## src/rtl/fetch_decode_stage_if.sv

```systemverilog
// Bundle between the fetch/decode stage and its neighbours: hazard/redirect control,
// instruction-memory fetch port, and the decoded IF/ID fields toward ControlUnit.
// master = the fetch stage itself, slave = the surrounding pipeline and memory.
interface fetch_decode_stage_if #(
    parameter int ADDR_W = 32
);
    logic              stall;
    logic              redirect;
    logic [ADDR_W-1:0] redirect_pc;
    logic              imem_en;
    logic [ADDR_W-1:0] imem_addr;
    logic [31:0]       imem_rdata;
    logic              id_valid;
    logic [ADDR_W-1:0] id_pc;
    logic [1:0]        op;
    logic [1:0]        inst;
    logic              immediate;
    logic [3:0]        rd;
    logic [3:0]        rs1;
    logic [3:0]        rs2;
    logic [14:0]       imm_field;

    modport master (
        input  stall, redirect, redirect_pc, imem_rdata,
        output imem_en, imem_addr, id_valid, id_pc,
               op, inst, immediate, rd, rs1, rs2, imm_field
    );

    modport slave (
        output stall, redirect, redirect_pc, imem_rdata,
        input  imem_en, imem_addr, id_valid, id_pc,
               op, inst, immediate, rd, rs1, rs2, imm_field
    );
endinterface

```

## src/rtl/fetch_decode_stage.sv

```systemverilog
// Instruction fetch (PC + sync-read imem request) and IF/ID register with field slicing.
// Latency: word at pc=A lands in IF/ID 2 edges later; redirect costs exactly 2 bubbles.
// Backpressure: stall freezes pc, in-flight request and IF/ID; redirect overrides stall.
module fetch_decode_stage #(
    parameter int                ADDR_W    = 32,
    parameter logic [ADDR_W-1:0] RESET_PC  = '0,
    parameter logic [31:0]       NOP_INSTR = 32'h0000_0000
) (
    input  logic                   clk,
    input  logic                   rst,
    fetch_decode_stage_if.master   bus
);
    logic [ADDR_W-1:0] pc;
    logic [ADDR_W-1:0] req_pc_q;
    logic              req_valid_q;
    logic [31:0]       id_instr;
    logic [ADDR_W-1:0] id_pc_q;
    logic              id_valid_q;
    logic [ADDR_W-1:0] target_pc;
    logic              advance;

    // Targets are forced word-aligned so pc can never leave a word boundary.
    assign target_pc = bus.redirect_pc & ~ADDR_W'(3);
    assign advance   = ~bus.stall & ~bus.redirect;

    // Memory only needs to read when the fetch actually moves or restarts;
    // while stalled it keeps rdata, which is the word IF/ID will still need.
    assign bus.imem_en   = ~bus.stall | bus.redirect;
    assign bus.imem_addr = pc;

    // Program counter: restart on redirect, step by one word otherwise (wraps).
    always_ff @(posedge clk or posedge rst) begin
        if (rst) begin
            pc <= RESET_PC;
        end else if (bus.redirect) begin
            pc <= target_pc;
        end else if (advance) begin
            pc <= pc + ADDR_W'(4);
        end
    end

    // Fetch-in-flight tracker: remembers which address the memory is returning next
    // and whether that word is on the correct path.
    always_ff @(posedge clk or posedge rst) begin
        if (rst) begin
            req_pc_q    <= '0;
            req_valid_q <= 1'b0;
        end else if (bus.redirect) begin
            req_valid_q <= 1'b0;
        end else if (advance) begin
            req_pc_q    <= pc;
            req_valid_q <= 1'b1;
        end
    end

    // IF/ID register: captures the returned word, or a NOP bubble when the
    // in-flight word was never requested or belongs to a flushed path.
    always_ff @(posedge clk or posedge rst) begin
        if (rst) begin
            id_instr   <= NOP_INSTR;
            id_pc_q    <= '0;
            id_valid_q <= 1'b0;
        end else if (bus.redirect) begin
            id_instr   <= NOP_INSTR;
            id_valid_q <= 1'b0;
        end else if (advance) begin
            id_instr   <= req_valid_q ? bus.imem_rdata : NOP_INSTR;
            id_pc_q    <= req_pc_q;
            id_valid_q <= req_valid_q;
        end
    end

    assign bus.id_valid  = id_valid_q;
    assign bus.id_pc     = id_pc_q;
    assign bus.op        = id_instr[31:30];
    assign bus.inst      = id_instr[29:28];
    assign bus.immediate = id_instr[27];
    assign bus.rd        = id_instr[26:23];
    assign bus.rs1       = id_instr[22:19];
    assign bus.rs2       = id_instr[18:15];
    assign bus.imm_field = id_instr[14:0];
endmodule

```

## src/flat_wrapper.sv

```systemverilog
// flat-port wrapper written by rule: the top's interface ports become plain ports
module fetch_decode_stage_flat 
#(
    parameter int                ADDR_W    = 32,
    parameter logic [ADDR_W-1:0] RESET_PC  = '0,
    parameter logic [31:0]       NOP_INSTR = 32'h0000_0000
)
  (clk, rst, bus_stall, bus_redirect, bus_redirect_pc, bus_imem_rdata, bus_imem_en, bus_imem_addr, bus_id_valid, bus_id_pc, bus_op, bus_inst, bus_immediate, bus_rd, bus_rs1, bus_rs2, bus_imm_field);
  fetch_decode_stage_if #(.ADDR_W(ADDR_W)) bus_i ();
  input  logic clk;
  input  logic rst;
  input wire logic [$bits(bus_i.stall)-1:0] bus_stall;
  input wire logic [$bits(bus_i.redirect)-1:0] bus_redirect;
  input wire logic [$bits(bus_i.redirect_pc)-1:0] bus_redirect_pc;
  input wire logic [$bits(bus_i.imem_rdata)-1:0] bus_imem_rdata;
  output wire logic [$bits(bus_i.imem_en)-1:0] bus_imem_en;
  output wire logic [$bits(bus_i.imem_addr)-1:0] bus_imem_addr;
  output wire logic [$bits(bus_i.id_valid)-1:0] bus_id_valid;
  output wire logic [$bits(bus_i.id_pc)-1:0] bus_id_pc;
  output wire logic [$bits(bus_i.op)-1:0] bus_op;
  output wire logic [$bits(bus_i.inst)-1:0] bus_inst;
  output wire logic [$bits(bus_i.immediate)-1:0] bus_immediate;
  output wire logic [$bits(bus_i.rd)-1:0] bus_rd;
  output wire logic [$bits(bus_i.rs1)-1:0] bus_rs1;
  output wire logic [$bits(bus_i.rs2)-1:0] bus_rs2;
  output wire logic [$bits(bus_i.imm_field)-1:0] bus_imm_field;
  assign bus_i.stall = bus_stall;
  assign bus_i.redirect = bus_redirect;
  assign bus_i.redirect_pc = bus_redirect_pc;
  assign bus_i.imem_rdata = bus_imem_rdata;
  assign bus_imem_en = bus_i.imem_en;
  assign bus_imem_addr = bus_i.imem_addr;
  assign bus_id_valid = bus_i.id_valid;
  assign bus_id_pc = bus_i.id_pc;
  assign bus_op = bus_i.op;
  assign bus_inst = bus_i.inst;
  assign bus_immediate = bus_i.immediate;
  assign bus_rd = bus_i.rd;
  assign bus_rs1 = bus_i.rs1;
  assign bus_rs2 = bus_i.rs2;
  assign bus_imm_field = bus_i.imm_field;
  fetch_decode_stage #(.ADDR_W(ADDR_W), .RESET_PC(RESET_PC), .NOP_INSTR(NOP_INSTR)) u_core (.clk(clk), .rst(rst), .bus(bus_i));
endmodule
```

## config.mk

```make
export PLATFORM = sky130hd
export DESIGN_NAME = fetch_decode_stage_flat
export DESIGN_NICKNAME = d
export VERILOG_FILES = /design/src/rtl/fetch_decode_stage_if.sv /design/src/rtl/fetch_decode_stage.sv /design/src/flat_wrapper.sv
export SDC_FILE = /design/constraint.sdc
export NUM_CORES = 1
export LEC_CHECK = 0
export CORE_MARGIN = 2
export CORE_UTILIZATION = 46
export DETAILED_ROUTE_END_ITERATION = 10
export PLACE_DENSITY = 0.76
export SLEW_MARGIN = 20
export SYNTH_ARGS = -nofsm -noshare
export SYNTH_HDL_FRONTEND = slang
export SYNTH_SLANG_ARGS = --single-unit
```

## constraint.sdc

```tcl
create_clock -name clk -period 5.2 [get_ports clk]
set_clock_uncertainty 0.05 [all_clocks]
set_input_delay 0.78 -clock clk [delete_from_list [all_inputs] [get_ports clk]]
set_output_delay 0.78 -clock clk [all_outputs]
set_load 0.01 [all_outputs]
```

==> results.cfg, run 1 <==
[synth]
synth_warnings = 0
synth_top_area_cell = dfrtp_1
yosysTopAreaCellShare_pct = 59.1
post_synth_instance_area_mm2 = 0.00525
avgSynthCellArea_um2 = 12.4
ys_seq_elements = 124
syn_inst = 425
synth.most_common_cell = dfrtp_1
yosys.cell_types.count = 42
synthArstFlopShare_pct = 100
synth_common_cells = dfrtp_1, mux2_2, a22o_1
synth_edf_count = 0
ys_top_cells_by_area = dfrtp_1, mux2_2, a22o_1, nand2_1, xnor2_1
ys.flop_type = dfrtp_1
seq_area_frac_synth_pct = 59.1

[setup_path]
crit_chain = clkdlybuf4s50_1 > nor2b_2 > buf_4 > inv_1 > clkdlybuf4s50_1
slowest_delay_ns = 0.73
crit_slowest_cell = clkdlybuf4s50_1
ff2ff_path_depth = 5
cp.arrival_ns = 2.63
critPathBufInv = 4
worstSetupPathType = input port to primary output
critical_path.most_common_cell = clkdlybuf4s50_1
cp_top_family = buffers and inverters
end_kind = primary output
crit_path_max_fanout = 34
start_kind = input port
path_depth = 5
required_ns = 4.37

[floorplan]
die_x_um = 111
start_util_pct = 46.6
die_h_um = 111
dieArea_mm2 = 0.0123
fp-row-count = 39
core_mm2 = 0.0113
io_pins = 166

[finish]
stdcell_count = 739
drive_gt1_share_pct = 18.0
syn_to_final_growth_pct = 44.4
multi_input_area_mm2 = 0.00202
diodes = 0
nFillCells = 861
finalInstanceArea_mm2 = 0.00758
register_area_mm2 = 0.00310
num-nets-final = 653

[clock_network]
cts_setup_buffers = 0
clkSlewWorstSetupHoldPaths_ns = 0.06
cts_max_level = 4
cts_buffers = 17
clockBufferDepth = 2
cts-resized-gates = 0
worstSkewPairLatency_ns = 0.42
cts_tree = done
cts_hold_buffers = 0
clock-sinks = 124
cts_root_buf = clkbuf_16

[global_route]
grt_pass1_vias = 4253
grt_pass1_wl_um = 21900
grt-ovfl-total = 0
grt.total_usage_pct = 22.7
antenna_found_initial = 0
grt_start_max_net_pins = 63

[worst_hold_path]
worstHoldPathType = register to register
whs_path_depth = 1

[routing]
drc_errors = 0
wire_per_inst_um = 17.9
dr.pass1.iters = 6
drt-initial-drc-count = 194
drt_wl_total_um = 13200
vias = 4063
ant_nets = 0
viasPerCell = 5.50

[sta]
rsz0062_at_grt = false
tns_ns = 0
fin_crit_sh_pct = 66.5
drv_slew = 0
max_slew_margin_pct = 49.3
fmax_mhz = 289
worstMarginPinSlew_ns = 0.761
setup_viol = 0
period_needed_ns = 3.46
hold_violations = 0
hold_ws_ns = 0.440

[pwr]
power.density_mw_per_mm2 = 390
peakVddDrop_uv = 178
leakagePower_uw = 0.00313

[run_status]
status = finished clean

[placement]
portBuffers = 159
gp_congestion = 0.738
hpwlAfterDp_um = 9050
placed_area_mm2 = 0.00697
dp_cells = 708

[run]
maxCapViolCount = 0
worst paths after layout:
check / slack, ns / start / endpoint
max in group asynchronous: 3.34 / rst / u_core.req_pc_q[16]$_DFFE_PP0P_
min in group asynchronous: 0.82 / rst / u_core.id_instr[1]$_DFFE_PP0N_
worst max register to register: 2.91 / u_core.bus.imem_addr[2]$_DFFE_PP0N_ / u_core.bus.imem_addr[26]$_DFFE_PP0N_
worst min register to register: 0.44 / u_core.bus.id_valid$_DFFE_PP0N_ / u_core.bus.id_valid$_DFFE_PP0N_
worst min-delay path: 0.44 / u_core.bus.id_valid$_DFFE_PP0N_ / u_core.bus.id_valid$_DFFE_PP0N_
worst max-delay path: 1.74 / bus_stall / bus_imem_en
where the power goes:
group / total [uW] / switching, uW / internal [uW] / leakage, uW
sequential: 1220 / 109 / 1110 / 0.00153
clock: 1210 / 419 / 788 / 0.000288
combinational: 530 / 202 / 328 / 0.00132
placed cells by master (no fill, tap or decap), drive strengths merged, types with 2 or more instances in the layout:
cell type	n
o21ai	18
conb	4
nand4b	2
xor2	3
o311ai	3
or4	7
a31oi	10
nor2b	3
clkbuf	21
or3	3
clkdlybuf4s50	159
dfrtp	124
buf	6
clkinvlp	4
bufinv	3
nor3	8
o31ai	7
nand2	30
xnor2	11
and2	2
a22o	32
nor2	20
mux2	61
nand4	13
nand3	12
nor4	5
inv	9
and4	4
clkinv	2
cell families (layout without fill, tap and decap cells):
group	Yosys count	in the layout	share of synthesized area (%)
flops	124	124	59.1
simple gates	112	112	11.6
compound gates	75	75	10.5
mux	62	62	13.3
buf+inv	36	204	2.93
xor+xnor	14	14	2.34
fa+ha+maj	1	1	0.238
other cells	1	4	0.0714
through the flow:
step	power, uW	utilization, %	worst slack, ns
2_1_floorplan	1450	-	1.07
3_3_place_gp	1740	61.8	1.77
3_5_place_dp	1770	61.8	1.74
4_1_cts	2980	67.2	1.75
5_1_grt	3080	67.2	1.60
6_report	2950	67.2	1.74
flip-flops by register name (all words and copies together), names as in the netlist:
name                  flops
u_core.bus.id_pc         30
u_core.bus.id_valid       1
u_core.bus.imem_addr     30
u_core.id_instr          32
u_core.req_pc_q          30
u_core.req_valid_q        1
metal layers:
| metal | up-vias | track usage (%) | share of wire (%) |
|---|---|---|---|
| met4 | 0 | 7.25 | 1.4 |
| met5 | - | 0 | 0 |
| met3 | 20 | 9.02 | 8.6 |
| met2 | 170 | 37.8 | 49 |
| met1 | 2004 | 27.1 | 41 |
| li1 | 1869 | - | - |
layout make-up:
cell class | instances | share of cell area (%)
timing repair buffer | 165 | 21.6
tap | 143 | 2.36
clock buffer | 21 | 6.21
inverter | 8 | 0.429
multi-input combinational | 268 | 26.6
clock inverter | 10 | 1.83
sequential | 124 | 40.9
(Power assumes the default switching activity.)
==> run 2: changes to the inputs <==
==> constraint.sdc (replaced) <==
create_clock -name clk -period 3.6 [get_ports clk]
set_clock_uncertainty 0.05 [all_clocks]
set_input_delay 0.54 -clock clk [delete_from_list [all_inputs] [get_ports clk]]
set_output_delay 0.54 -clock clk [all_outputs]
set_load 0.01 [all_outputs]
==> run 2 against run 1 <==
Compared with the run above:
- clock-buffer cell count up 2
- cell area down 0.41%
- largest cell class unchanged
- total power up 40%
- die area unchanged
- register-to-register slack worse by 1.6 ns
- non-clock buffer count down 1
- critical path type unchanged
- highest routed layer unchanged
- first-iteration DRC count up 22%
- flip-flop and latch count unchanged
- critical path depth down 1
- sequential share of layout area up 0.17 points
- cell count down 0.27%
- setup slack worse by 0.82 ns
==> results.cfg, run 2 (same netlist as run 1, synthesis figures left out) <==
[sta]
max_slew_margin_pct = 51.7
rsz0062_at_grt = false
fin_crit_sh_pct = 74.5
setup_viol = 0
tns_ns = 0
hold_violations = 0
drv_slew = 0
period_needed_ns = 2.68
fmax_mhz = 373
worstMarginPinSlew_ns = 0.717

[setup_path]
critPathBufInv = 3
critical_path.most_common_cell = clkdlybuf4s50_1
slowest_delay_ns = 0.77
end_kind = primary output
worst_r2r_endpoint = u_core.bus.imem_addr[26]$_DFFE_PP0N_
required_ns = 3.01
worstSetupPathType = input port to primary output
r2r_slack_ns = 1.34
cp_top_family = buffers and inverters
r2r_start = u_core.bus.imem_addr[2]$_DFFE_PP0N_
crit_chain = clkdlybuf4s50_1 > nor2b_2 > inv_1 > clkdlybuf4s50_1
ff2ff_path_depth = 5
cp.arrival_ns = 2.09
start_kind = input port
crit_slowest_cell = clkdlybuf4s50_1
crit_path_max_fanout = 10

[pwr]
p_sw_share_pct = 24.7
p_sw_uw = 1020
pwr-share-clk_pct = 39.1
power.density_mw_per_mm2 = 549
comb_power_share_pct = 18.5
peakVddDrop_uv = 268
leakagePower_uw = 0.00312
pwr-share-seq_pct = 42.4
internal_power_uw = 3120

[floorplan]
dieArea_mm2 = 0.0123
io_pins = 166
start_util_pct = 46.6
core_mm2 = 0.0113
die_x_um = 111
fp-row-count = 39
die_h_um = 111

[routing]
dr.pass1.iters = 5
vias = 4117
wire_per_inst_um = 17.8
viasPerCell = 5.59
drc_errors = 0
ant_nets = 0
drt-initial-drc-count = 236
drt_wl_total_um = 13100

[global_route]
grt-ovfl-total = 0
antenna_found_initial = 0
grt.total_usage_pct = 21.9
grt_pass1_wl_um = 21400
grt_start_max_net_pins = 125
grt_pass1_vias = 4187

[finish]
largest_reg_flops = 32
multi_input_area_mm2 = 0.00202
num-nets-final = 652
mostFrequentLayoutCells = clkdlybuf4s50_1, dfrtp_1, mux2_2
drive_gt1_share_pct = 17.2
register_area_mm2 = 0.00310
fin_util_pct = 67.0
nFillCells = 862
regMostFlops = u_core.id_instr
final_common_cell = clkdlybuf4s50_1
diodes = 0
syn_to_final_growth_pct = 43.8

[run_status]
status = finished clean

[clock_network]
cts_max_level = 4
clock-sinks = 124
cts_tree = done
cts_hold_buffers = 0
clockBufferDepth = 2
worstSkewPairLatency_ns = 0.41
clkSlewWorstSetupHoldPaths_ns = 0.05
cts_buffers = 17
cts_root_buf = clkbuf_16
cts_setup_buffers = 0
cts-resized-gates = 0

[run]
maxCapViolCount = 0

[placement]
hpwlAfterDp_um = 8830
portBuffers = 159
gp_congestion = 0.775

[worst_hold_path]
min_to = u_core.bus.id_pc[13]$_DFFE_PP0P_
min_from = u_core.req_pc_q[13]$_DFFE_PP0P_
whs_path_depth = 1
worstHoldPathType = register to register
-- run 2: cell count changes in the layout (fill, tap and decap cells not counted), moves of 2 or more --
cell        previous run  this run
buf_12                 0         2
buf_4                  6         3
clkbuf_1               1         4
clkinvlp_4             4         2
-- run 2: power by group through the flow --
stage | clock network (uW) | logic (uW) | registers [uW]
final | 1620 | 765 | 1760
after global routing | 1720 | 821 | 1790
after CTS | 1650 | 779 | 1760
after detailed placement | 0 | 772 | 1780
after global placement | 0 | 752 | 1760
after floorplan | 0 | 289 | 1810
-- run 2: worst max-delay path by stage --
stage                          from                              endpoint  cells after the start
final                     bus_stall                           bus_imem_en                      4
after CTS                 bus_stall                           bus_imem_en                      4
after detailed placement  bus_stall  u_core.bus.imem_addr[26]$_DFFE_PP0N_                      5
after floorplan                 rst      u_core.bus.id_pc[10]$_DFFE_PP0P_                      1
after global routing      bus_stall                           bus_imem_en                      4
after global placement    bus_stall  u_core.bus.imem_addr[26]$_DFFE_PP0N_                      5
-- run 2: per-layer routing --
| layer | vias to the layer above | wire length (um) | global-route usage (%) |
|---|---|---|---|
| met5 | - | 0 | 0 |
| met4 | 0 | 275 | 8.92 |
| met3 | 26 | 1090 | 7.71 |
| met2 | 185 | 6400 | 35.5 |
| met1 | 2032 | 5350 | 27.0 |
| li1 | 1874 | - | - |
-- run 2: area by class of cell --
type	count	share of cell area, %
timing repair buffer	164	21.9
inverter	8	0.448
tap	143	2.37
clock buffer	23	6.20
multi-input combinational	268	26.8
clock inverter	7	1.21
sequential	124	41.1
-- run 2: per-stage QoR --
step | instances | area, um^2 | hold WS [ns] | setup slack (ns) | power (uW)
floorplan | 428 | 5270 | 0.425 | 1.48 | 2100
global placement | 707 | 6990 | 0.414 | 0.702 | 2520
detailed placement | 707 | 6990 | 0.430 | 0.701 | 2550
CTS | 737 | 7550 | 0.451 | 0.912 | 4180
global route | 737 | 7550 | 0.464 | 0.853 | 4330
finish | 737 | 7550 | 0.450 | 0.919 | 4140
